--- src/rtl/percept_pkg.sv ---
// Shared types and helpers for the percept_mac neuron.
package percept_pkg;

  typedef enum logic [1:0] {
    IDLE = 2'd0,
    MAC  = 2'd1,
    DONE = 2'd2
  } state_t;

  localparam logic ACT_LIN  = 1'b0;
  localparam logic ACT_RELU = 1'b1;

  // Ceiling log2, usable in constant expressions.
  function automatic int clog2(input int v);
    int r;
    r = 0;
    while ((1 << r) < v) r++;
    return r;
  endfunction

endpackage

--- src/rtl/percept_mac_if.sv ---
// Control/serial bus of percept_mac. The controller drives master, the neuron is slave.
interface percept_mac_if;
  logic in;
  logic shift;
  logic out;
  logic start;
  logic accumulate;
  logic act_mode;
  logic busy;
  logic done;
  logic in_res;
  logic shift_res;
  logic out_res;

  modport master (
    output in, shift, start, accumulate, act_mode, in_res, shift_res,
    input  out, busy, done, out_res
  );

  modport slave (
    input  in, shift, start, accumulate, act_mode, in_res, shift_res,
    output out, busy, done, out_res
  );
endinterface

--- src/rtl/percept_shreg.sv ---
// Serial shift register with a parallel load that takes priority over shifting.
module percept_shreg #(
  parameter int W = 8
) (
  input  logic         clk,
  input  logic         rst,
  input  logic         i_en,
  input  logic         i_ld,
  input  logic [W-1:0] i_ld_val,
  input  logic         i_sin,
  output logic         o_sout,
  output logic [W-1:0] o_q
);

  logic [W-1:0] r_q;

  // Load wins over shift; new bits enter at the LSB.
  always_ff @(posedge clk or posedge rst) begin
    if (rst)       r_q <= '0;
    else if (i_ld) r_q <= i_ld_val;
    else if (i_en) r_q <= {r_q[W-2:0], i_sin};
  end

  assign o_q    = r_q;
  assign o_sout = r_q[W-1];

endmodule

--- src/rtl/percept_mac.sv ---
// N-input signed MAC neuron: serial weight/data load, N-cycle accumulate,
// identity/ReLU activation into a serial result chain.
module percept_mac
  import percept_pkg::*;
#(
  parameter int DW   = 32,
  parameter int N    = 4,
  parameter int ACCW = 72
) (
  input logic          clk,
  input logic          rst,
  percept_mac_if.slave bus
);

  localparam int SW = 2 * N * DW;
  localparam int KW = (N > 1) ? clog2(N) : 1;

  if (N < 1) begin : g_n_chk
    $error("percept_mac: N must be >= 1");
  end
  if (ACCW < 2 * DW + clog2(N)) begin : g_accw_chk
    $error("percept_mac: ACCW too narrow for N products of DW x DW");
  end

  state_t                  r_state, w_state_nx;
  logic [KW-1:0]           r_k;
  logic signed [ACCW-1:0]  r_acc;
  logic                    r_act;

  logic [SW-1:0]           w_s_q;
  logic [ACCW-1:0]         w_unused_rq;
  logic signed [DW-1:0]    w_w [N];
  logic signed [DW-1:0]    w_d [N];
  logic signed [DW-1:0]    w_wk, w_dk;
  logic signed [2*DW-1:0]  w_prod;
  logic signed [ACCW-1:0]  w_prod_x, w_acc_next;
  logic [ACCW-1:0]         w_r_ld_val;
  logic                    w_start_ok, w_last;

  // Chain layout is {w0..w(N-1), d0..d(N-1)} with w0 at the MSB end.
  for (genvar g = 0; g < N; g++) begin : g_words
    assign w_w[g] = w_s_q[(2*N-1-g)*DW +: DW];
    assign w_d[g] = w_s_q[(N-1-g)*DW +: DW];
  end

  // Load chain is frozen while the MAC reads it.
  percept_shreg #(.W(SW)) u_sreg (
    .clk      (clk),
    .rst      (rst),
    .i_en     (bus.shift && (r_state != MAC)),
    .i_ld     (1'b0),
    .i_ld_val ('0),
    .i_sin    (bus.in),
    .o_sout   (bus.out),
    .o_q      (w_s_q)
  );

  assign w_wk       = w_w[r_k];
  assign w_dk       = w_d[r_k];
  assign w_prod     = w_wk * w_dk;
  assign w_prod_x   = ACCW'(w_prod);
  assign w_acc_next = r_acc + w_prod_x;
  assign w_r_ld_val = (r_act == ACT_RELU && w_acc_next[ACCW-1]) ? '0 : w_acc_next;

  // A shift in the same IDLE cycle drops the start.
  assign w_start_ok = (r_state == IDLE) && bus.start && !bus.shift;
  assign w_last     = (r_state == MAC) && (r_k == KW'(N - 1));

  // Result chain takes the activated sum on the last MAC edge, else shifts.
  percept_shreg #(.W(ACCW)) u_rreg (
    .clk      (clk),
    .rst      (rst),
    .i_en     (bus.shift_res),
    .i_ld     (w_last),
    .i_ld_val (w_r_ld_val),
    .i_sin    (bus.in_res),
    .o_sout   (bus.out_res),
    .o_q      (w_unused_rq)
  );

  // State register.
  always_ff @(posedge clk or posedge rst) begin
    if (rst) r_state <= IDLE;
    else     r_state <= w_state_nx;
  end

  // Next-state logic.
  always_comb begin
    w_state_nx = r_state;
    case (r_state)
      IDLE:    if (w_start_ok) w_state_nx = MAC;
      MAC:     if (w_last)     w_state_nx = DONE;
      DONE:    w_state_nx = IDLE;
      default: w_state_nx = IDLE;
    endcase
  end

  // Accumulator, product index and latched activation mode.
  always_ff @(posedge clk or posedge rst) begin
    if (rst) begin
      r_acc <= '0;
      r_k   <= '0;
      r_act <= ACT_LIN;
    end else if (w_start_ok) begin
      r_act <= bus.act_mode;
      r_k   <= '0;
      if (!bus.accumulate) r_acc <= '0;
    end else if (r_state == MAC) begin
      r_acc <= w_acc_next;
      r_k   <= r_k + 1'b1;
    end
  end

  assign bus.busy = (r_state == MAC);
  assign bus.done = (r_state == DONE);

endmodule
--- src/flat_wrapper.sv ---
// flat-port wrapper written by rule: the top's interface ports become plain ports
module percept_mac_flat import percept_pkg::*;
#(
  parameter int DW   = 32,
  parameter int N    = 4,
  parameter int ACCW = 72
)
  (clk, rst, bus_in, bus_shift, bus_start, bus_accumulate, bus_act_mode, bus_in_res, bus_shift_res, bus_out, bus_busy, bus_done, bus_out_res);
  percept_mac_if bus_i ();
  input logic clk;
  input logic rst;
  input wire logic [$bits(bus_i.in)-1:0] bus_in;
  input wire logic [$bits(bus_i.shift)-1:0] bus_shift;
  input wire logic [$bits(bus_i.start)-1:0] bus_start;
  input wire logic [$bits(bus_i.accumulate)-1:0] bus_accumulate;
  input wire logic [$bits(bus_i.act_mode)-1:0] bus_act_mode;
  input wire logic [$bits(bus_i.in_res)-1:0] bus_in_res;
  input wire logic [$bits(bus_i.shift_res)-1:0] bus_shift_res;
  output wire logic [$bits(bus_i.out)-1:0] bus_out;
  output wire logic [$bits(bus_i.busy)-1:0] bus_busy;
  output wire logic [$bits(bus_i.done)-1:0] bus_done;
  output wire logic [$bits(bus_i.out_res)-1:0] bus_out_res;
  assign bus_i.in = bus_in;
  assign bus_i.shift = bus_shift;
  assign bus_i.start = bus_start;
  assign bus_i.accumulate = bus_accumulate;
  assign bus_i.act_mode = bus_act_mode;
  assign bus_i.in_res = bus_in_res;
  assign bus_i.shift_res = bus_shift_res;
  assign bus_out = bus_i.out;
  assign bus_busy = bus_i.busy;
  assign bus_done = bus_i.done;
  assign bus_out_res = bus_i.out_res;
  percept_mac #(.DW(DW), .N(N), .ACCW(ACCW)) u_core (.clk(clk), .rst(rst), .bus(bus_i));
endmodule
--- config.mk ---
export PLATFORM = sky130hd
export DESIGN_NAME = percept_mac_flat
export DESIGN_NICKNAME = d
export VERILOG_FILES = /design/src/rtl/percept_pkg.sv /design/src/rtl/percept_mac_if.sv /design/src/rtl/percept_shreg.sv /design/src/rtl/percept_mac.sv /design/src/flat_wrapper.sv
export SDC_FILE = /design/constraint.sdc
export NUM_CORES = 2
export LEC_CHECK = 0
export BUFFER_PORTS_ARGS = -buffer_cell sky130_fd_sc_hd__buf_4
export CAP_MARGIN = 20
export CELL_PAD_IN_SITES_DETAIL_PLACEMENT = 0
export CELL_PAD_IN_SITES_GLOBAL_PLACEMENT = 2
export CORE_UTILIZATION = 41
export CTS_BUF_LIST = sky130_fd_sc_hd__clkbuf_4 sky130_fd_sc_hd__clkbuf_8 sky130_fd_sc_hd__clkbuf_16
export CTS_CLUSTER_SIZE = 14
export DETAILED_ROUTE_END_ITERATION = 8
export PLACE_DENSITY_LB_ADDON = 0.3
export SLEW_MARGIN = 20
export SYNTH_ARGS = -nofsm -noshare
export SYNTH_HDL_FRONTEND = slang
export SYNTH_SLANG_ARGS = --single-unit
--- constraint.sdc ---
create_clock -name clk -period 11.15 [get_ports clk]
set_clock_uncertainty 0.05 [all_clocks]
set_input_delay 0.5575 -clock clk [delete_from_list [all_inputs] [get_ports clk]]
set_output_delay 0.5575 -clock clk [all_outputs]
set_load 0.05 [all_outputs]
**Word-level counts from Yosys, hierarchy flattened**

Index checks and enable logic that the tools add are counted.

- Input bits: 9
- Output and inout bits: 4
- Register bits: 405

- Multiplexer cells: 17
- Equal/unequal tests: 7
- Bitwise logic cells: 1
- Multipliers: 1
- Reductions and logical operators: 11
- Add/subtract/negate cells: 2
- Magnitude comparators: 1

Operators by type and width:

| operator | count |
|---|---|
| $mux W72 | 6 |
| $bmux W32 S2 | 2 |
| $mux W32 | 4 |
| $add A72 B64 Y72 | 1 |
| $mul A32 B32 Y64 | 1 |
| $mux W2 | 4 |
| $ne A2 B1 Y1 const B | 3 |
| $logic_and A1 B1 Y1 | 5 |
| $eq A2 B2 Y1 const B | 2 |
| $pmux W2 S2 | 1 |
| $reduce_and A2 Y1 | 2 |
| $reduce_bool A2 Y1 | 2 |
| $ge A3 B3 Y1 const B | 1 |
| $not A2 Y3 | 1 |
| $add A2 B1 Y2 const B | 1 |
| $eq A2 B1 Y1 const B | 1 |
| $logic_not A2 Y1 | 1 |
| $ne A2 B2 Y1 const B | 1 |
| $logic_not A1 Y1 | 1 |

**Logic depth before layout (Yosys ltp)**

- Depth after elaboration: 9
- Gate-level depth with buffers: 38
- Depth with buffers taken out: 32

**Modules after synthesis**

A second synthesis with hierarchy kept.

- Cell total of the unflattened synthesis: 6429
- Area, all modules: 62170.9 µm²

Modules (own cells, without submodules):

| module | area each (µm²) | cells each | instances |
|---|---|---|---|
| percept_mac | 46910.0 | 5003 | 1 |
| percept_shreg at u_core.u_sreg | 11903.9 | 1112 | 1 |
| percept_shreg at u_core.u_rreg | 3357.0 | 314 | 1 |

**Least setup slack after synthesis**

OpenSTA, ideal clock, no wires.

- Kind: flip-flop to flip-flop
- Start point: register u_core.r_k[0]
- End point: register u_core.u_rreg.r_q[9] (netlist: u_core.u_rreg.o_q[9])
- Buffers on the path: 8
- Clock period less this slack: 10.558 ns
- Cell stages (with the launch flop): 36
- Path slack: 0.592 ns
- Arrival: 10.378 ns
- Path through: dfrtp_1 > buf_2 > buf_1 > clkbuf_1 > o21a_1 > clkbuf_1 > clkbuf_1 > nand2_1 > fa_1 > fa_1 > inv_1 > fa_1 > fa_1 > inv_1 > fa_1 > inv_1 > fa_1 > inv_1 > fa_1 > inv_1 > fa_1 > ha_1 > clkbuf_1 > nand2_1 > nor4_1 > nand4_1 > nor4_1 > a211oi_2 > a21oi_2 > a221oi_2 > xnor2_2 > nand2_2 > buf_6 > buf_6 > nand3_1 > o21ai_1

- Cells in the longest elaborated chain, start to end: 9

RTL lines:

| item | line | text |
|---|---|---|
| start, declared | percept_mac.sv:26 | `logic [KW-1:0] r_k;` |
| start signal, assigned | percept_mac.sv:110 | `r_k <= r_k + 1'b1;` |
| $not A2 Y3 (implied by the code) | percept_mac.sv:58, percept_mac.sv:59 |  |
| $bmux W32 S2 (on tied branches) | percept_mac.sv:58, percept_mac.sv:59 |  |
| $mux W32 (on tied branches) (2 in series) | percept_mac.sv:58, percept_mac.sv:59 |  |
| $mul A32 B32 Y64 | percept_mac.sv:60 | `assign w_prod = w_wk * w_dk;` |
| $add A72 B64 Y72 | percept_mac.sv:62 | `assign w_acc_next = r_acc + w_prod_x;` |
| $logic_and A1 B1 Y1 | percept_mac.sv:63 | `assign w_r_ld_val = (r_act == ACT_RELU && w_acc_next[ACCW-1]) ? '0 : w_acc_next;` |
| $mux W72 | percept_mac.sv:63 |  |
| $mux W72 | percept_shreg.sv:20 | `else if (i_ld) r_q <= i_ld_val;` |
| end signal, assigned | percept_shreg.sv:20 |  |
| end signal, assigned | percept_shreg.sv:21 | `else if (i_en) r_q <= {r_q[W-2:0], i_sin};` |
| end, declared | percept_shreg.sv:15 | `logic [W-1:0] r_q;` |

Several ways; a longest one is shown, not always the timed one. The select of a mux whose other input is x is not followed.
A chain may end at the register's enable or synchronous reset.

**Worst setup path after layout**

- Start point: register u_core.r_k[0]
- End point: register u_core.r_acc[69]

- Cells in the longest elaborated chain, start to end: 8

RTL lines:

| item | line | text |
|---|---|---|
| $not A2 Y3 (implied by the code) (*) | percept_mac.sv:58, percept_mac.sv:59 |  |
| $bmux W32 S2 (on tied branches) | percept_mac.sv:58, percept_mac.sv:59 |  |
| $mux W32 (on tied branches) (2 in series) | percept_mac.sv:58, percept_mac.sv:59 |  |
| $mul A32 B32 Y64 (*) | percept_mac.sv:60 |  |
| $add A72 B64 Y72 (*) | percept_mac.sv:62 |  |
| $mux W72 (*) | percept_mac.sv:108 | `end else if (r_state == MAC) begin` |
| $mux W72 (*) | percept_mac.sv:104 | `end else if (w_start_ok) begin` |
| end signal, assigned | percept_mac.sv:109 | `r_acc <= w_acc_next;` |
| end, declared | percept_mac.sv:27 | `logic signed [ACCW-1:0] r_acc;` |

Mark *: on every way between the ends. The rest lies on a longest branch, timed or not. The select of a mux whose other input is x is not followed.

==> impl_metrics.tcl <==
set metrics [dict create \
    num_io_pins 13 \
    capture_point_of_the_worst_reg_to_reg_path "u_core.r_acc[69]$_DFFE_PP0P_" \
    drive_above_1_share_pct 9.998 \
    path_max_fanout 41 \
    clockRootBuffer "sky130_fd_sc_hd__clkbuf_16" \
    outcome "finished clean" \
    final-seq-area_um2 10140 \
    synth.ff_latch_count 405 \
    drtPass1Iterations 6 \
    pwr_density_cell_nw_per_um2 217.3 \
    hold_buffers 1 \
    synthArstFlopShare_pct 100.0 \
    multi_input_area_um2 42670 \
    cts_tree "done" \
    syn_area_per_cell_um2 10.30 \
    post_synth_inst_count 5719 \
    number_of_cts_inserted_buffers 46 \
    layout.cell_area.non_filler_um2 62830 \
    grt_start_max_net_pins 178 \
    vias_after_detailed_routing 38010 \
    met1_usage_pct 30.95 \
    timing.critical_path.required_ns 11.61 \
    antenna_violating_nets_post_route 0 \
    antenna_cells 0 \
    initialDrtViolationCount 1982 \
    synth_top_cell_by_area "sky130_fd_sc_hd__fa_1" \
    die_area_um2 145300 \
    postSynth.topFlopCell "sky130_fd_sc_hd__dfrtp_1" \
    floorplan.die.width_um 381.1 \
    depth_of_the_most_critical_reg_to_reg_path 30 \
    maxcap_viol_count 0 \
    gr-total-overflow 0 \
    clk_latency_ns 0.63 \
    r2r-start "u_core.r_k[0]$_DFFE_PP0P_" \
    final-instance-count-excl-fill 7511 \
    maxSlewViolCount 0 \
    setup.worst_path.end_class "register" \
    path_common_cell "sky130_fd_sc_hd__fa_1" \
    fp.dieH_um 381.1 \
    cts-resized-gates 0 \
    post-synth-top-area-fraction_pct 43.62 \
    cts.repair_timing.setup_buffer_count 0 \
    busiest_layer "met2" \
    tritoncts_num_sinks 405 \
    max-vdd-ir-drop_mv 0.3396 \
    worstSetupStartpointType "register" \
    syn-num-nets 7248 \
    critical_path.slowest_cell "sky130_fd_sc_hd__dfrtp_4" \
    critPathKind "register to register" \
    fmaxAchievable_mhz 95.02 \
    sequential_to_total_area_share_from_yosys_stat_pct 17.20 \
    global_route.usage.met3_pct 1.761 \
    cts_max_path_buffers 3 \
    timing.final.crit_period_ns 10.52 \
    relSlewSlack_pct 29.59 \
    routabilityCongestion 0.8524 \
    hold_path_class "input port to register" \
    syn-cell-area_um2 58930 \
    finalSetupTns_ns 0 \
    wl_per_cell_um 20.56 \
    gr-usage-met2_pct 37.83 \
    synth_edf_count 0 \
    post_drt_via_cell_ratio 5.061 \
    tightest_slew_ns 1.056 \
    starting_density_of_the_core_pct 41.47 \
    cell_area_placed_um2 61190 \
    holdCritStartpoint "bus_in" \
    synth.distinct_cells 70 \
    grt_antenna_before_repair 5 \
    areaGrowthSynthToFinish_pct 6.612 \
    rsz0062_at_grt "false" \
    mostFrequentLayoutCells "1,325 x sky130_fd_sc_hd__inv_1, 1,283 x sky130_fd_sc_hd__fa_1, 851 x sky130_fd_sc_hd__nand2_1" \
    numPortBuffers 12 \
    final.fill_count 13700 \
    routed_wl_um 154400 \
    dpl.cell_count 7427 \
    clock_pin_slew_on_the_worst_setup_and_hold_paths_ns 0.06 \
    total_leakage_power_nw 31.02 \
    worstHoldPathCells 2 \
    finalSetupViolCount 0 \
    rows 138 \
    hpwl_um 128000 \
    finish.net_count 7115 \
    ys.warnings.count 0 \
    hold_violations 0 \
    mostFrequentLayoutCell "sky130_fd_sc_hd__inv_1" \
    wire_length_of_the_first_global_routing_pass_um 250600 \
    min_delay_worst_endpoint "u_core.u_sreg.o_q[0]$_DFFE_PP0P_" \
    core_um2 142100 \
    first_global_vias 42490 \
    crit_arrival_ns 10.99 \
    htree_levels 2 \
    timing.critical_path.slowest_cell_delay_ns 0.93 \
    min_period_over_period_pct 94.39 \
    drc_errors 0 \
    post_synth_main_area_contributors "sky130_fd_sc_hd__fa_1 44%, sky130_fd_sc_hd__dfrtp_1 17%, sky130_fd_sc_hd__inv_1 8.5%" \
    grtUsageTotal_pct 22.23 \
    r2r_slack_ns 0.63 \
]
where the power goes:
part	total [mW]	leakage [nW]	internal, mW	switching [mW]
clock	1.62	0.813	0.952	0.666
combinational	10.1	24.7	3.78	6.31
sequential	1.95	5.50	1.74	0.207
total	13.7	31.0	6.47	7.18
registers in the layout (all words and copies together) (netlist names):
signal,count
u_core.u_rreg.o_q,72
u_core.r_state,2
u_core.r_k,2
u_core.u_sreg.o_q,256
u_core.r_act,1
u_core.r_acc,72
per-stage QoR:
stage | util, % | worst slack [ns] | power, mW | hold WS [ns]
finish | 44.21 | 0.6258 | 13.65 | 0.1343
global route | 44.21 | 0.1476 | 15.06 | 0.1274
CTS | 44.21 | 0.5826 | 13.83 | 0.09179
detailed placement | 43.06 | 0.6236 | 12.14 | 0.4269
global placement | 43.06 | 0.6438 | 12.10 | 0.4195
floorplan | - | 0.5915 | 9.225 | 0.3998
logic make-up (layout without fill, tap and decap cells):
logic type	after synthesis	in the layout	share of synthesized area, %
simple gates	1307	1307	9.701
buf+inv	1633	1535	10.46
fa+ha+maj	1520	1520	48.63
compound gates	376	376	4.240
xor+xnor	79	79	1.187
flops	405	405	17.20
mux	399	399	8.588
layout make-up:
type,instances,area share [%]
Inverter,1330,7.954
Timing Repair Buffer,122,1.621
Multi-Input combinational cell,3681,67.92
Clock inverter,13,0.3565
Sequential cell,405,16.14
Clock buffer,70,2.238
Tap cell,1890,3.764
synthesized netlist by cell type (14+ instances only):
library cell,number
sky130_fd_sc_hd__nand2_1,853
sky130_fd_sc_hd__nand3_1,71
sky130_fd_sc_hd__a22o_1,68
sky130_fd_sc_hd__buf_2,14
sky130_fd_sc_hd__o21ai_0,104
sky130_fd_sc_hd__dfrtp_1,405
sky130_fd_sc_hd__ha_1,236
sky130_fd_sc_hd__xor2_1,23
sky130_fd_sc_hd__nor3_1,15
sky130_fd_sc_hd__inv_1,1329
sky130_fd_sc_hd__mux2_2,263
sky130_fd_sc_hd__nor2b_1,61
sky130_fd_sc_hd__a21o_1,22
sky130_fd_sc_hd__fa_1,1284
sky130_fd_sc_hd__mux4_2,59
sky130_fd_sc_hd__nor2_1,95
sky130_fd_sc_hd__and2_1,167
sky130_fd_sc_hd__mux2i_1,77
sky130_fd_sc_hd__xnor2_1,55
sky130_fd_sc_hd__clkbuf_1,275
sky130_fd_sc_hd__a21oi_1,76
per-layer routing:
layer / vias up / share of wire (%)
met5: - / 0
met4: 0 / 2.3
met3: 149 / 3.1
met2: 620 / 50
met1: 20400 / 45
li1: 16840 / -
worst max-delay path: cells and delay by family, from the launching register on:
family,cells,cell delay (ns)
xor gates and xnor gates,1,0.36
and+or+nand+nor,5,1.12
DFF,1,0.93
adders and majority gates,9,4.49
muxes,1,0.79
buffers and inverters,8,0.71
AOI/OAI and AO/OA,6,1.90
how the worst max path moves through the flow:
stage / start / end / slack, ns / cells after the start
6_report: u_core.r_k[0]$_DFFE_PP0P_ / u_core.r_acc[69]$_DFFE_PP0P_ / 0.63 / 30
5_1_grt: u_core.r_k[0]$_DFFE_PP0P_ / u_core.r_acc[69]$_DFFE_PP0P_ / 0.15 / 30
4_1_cts: u_core.r_k[0]$_DFFE_PP0P_ / u_core.r_acc[69]$_DFFE_PP0P_ / 0.58 / 30
3_5_place_dp: u_core.r_k[0]$_DFFE_PP0P_ / u_core.r_acc[69]$_DFFE_PP0P_ / 0.62 / 30
3_3_place_gp: u_core.r_k[0]$_DFFE_PP0P_ / u_core.r_acc[69]$_DFFE_PP0P_ / 0.64 / 30
2_1_floorplan: u_core.r_k[0]$_DFFE_PP0P_ / u_core.u_rreg.o_q[9]$_DFFE_PP0P_ / 0.59 / 35
Power figures use the tool's default switching activity.
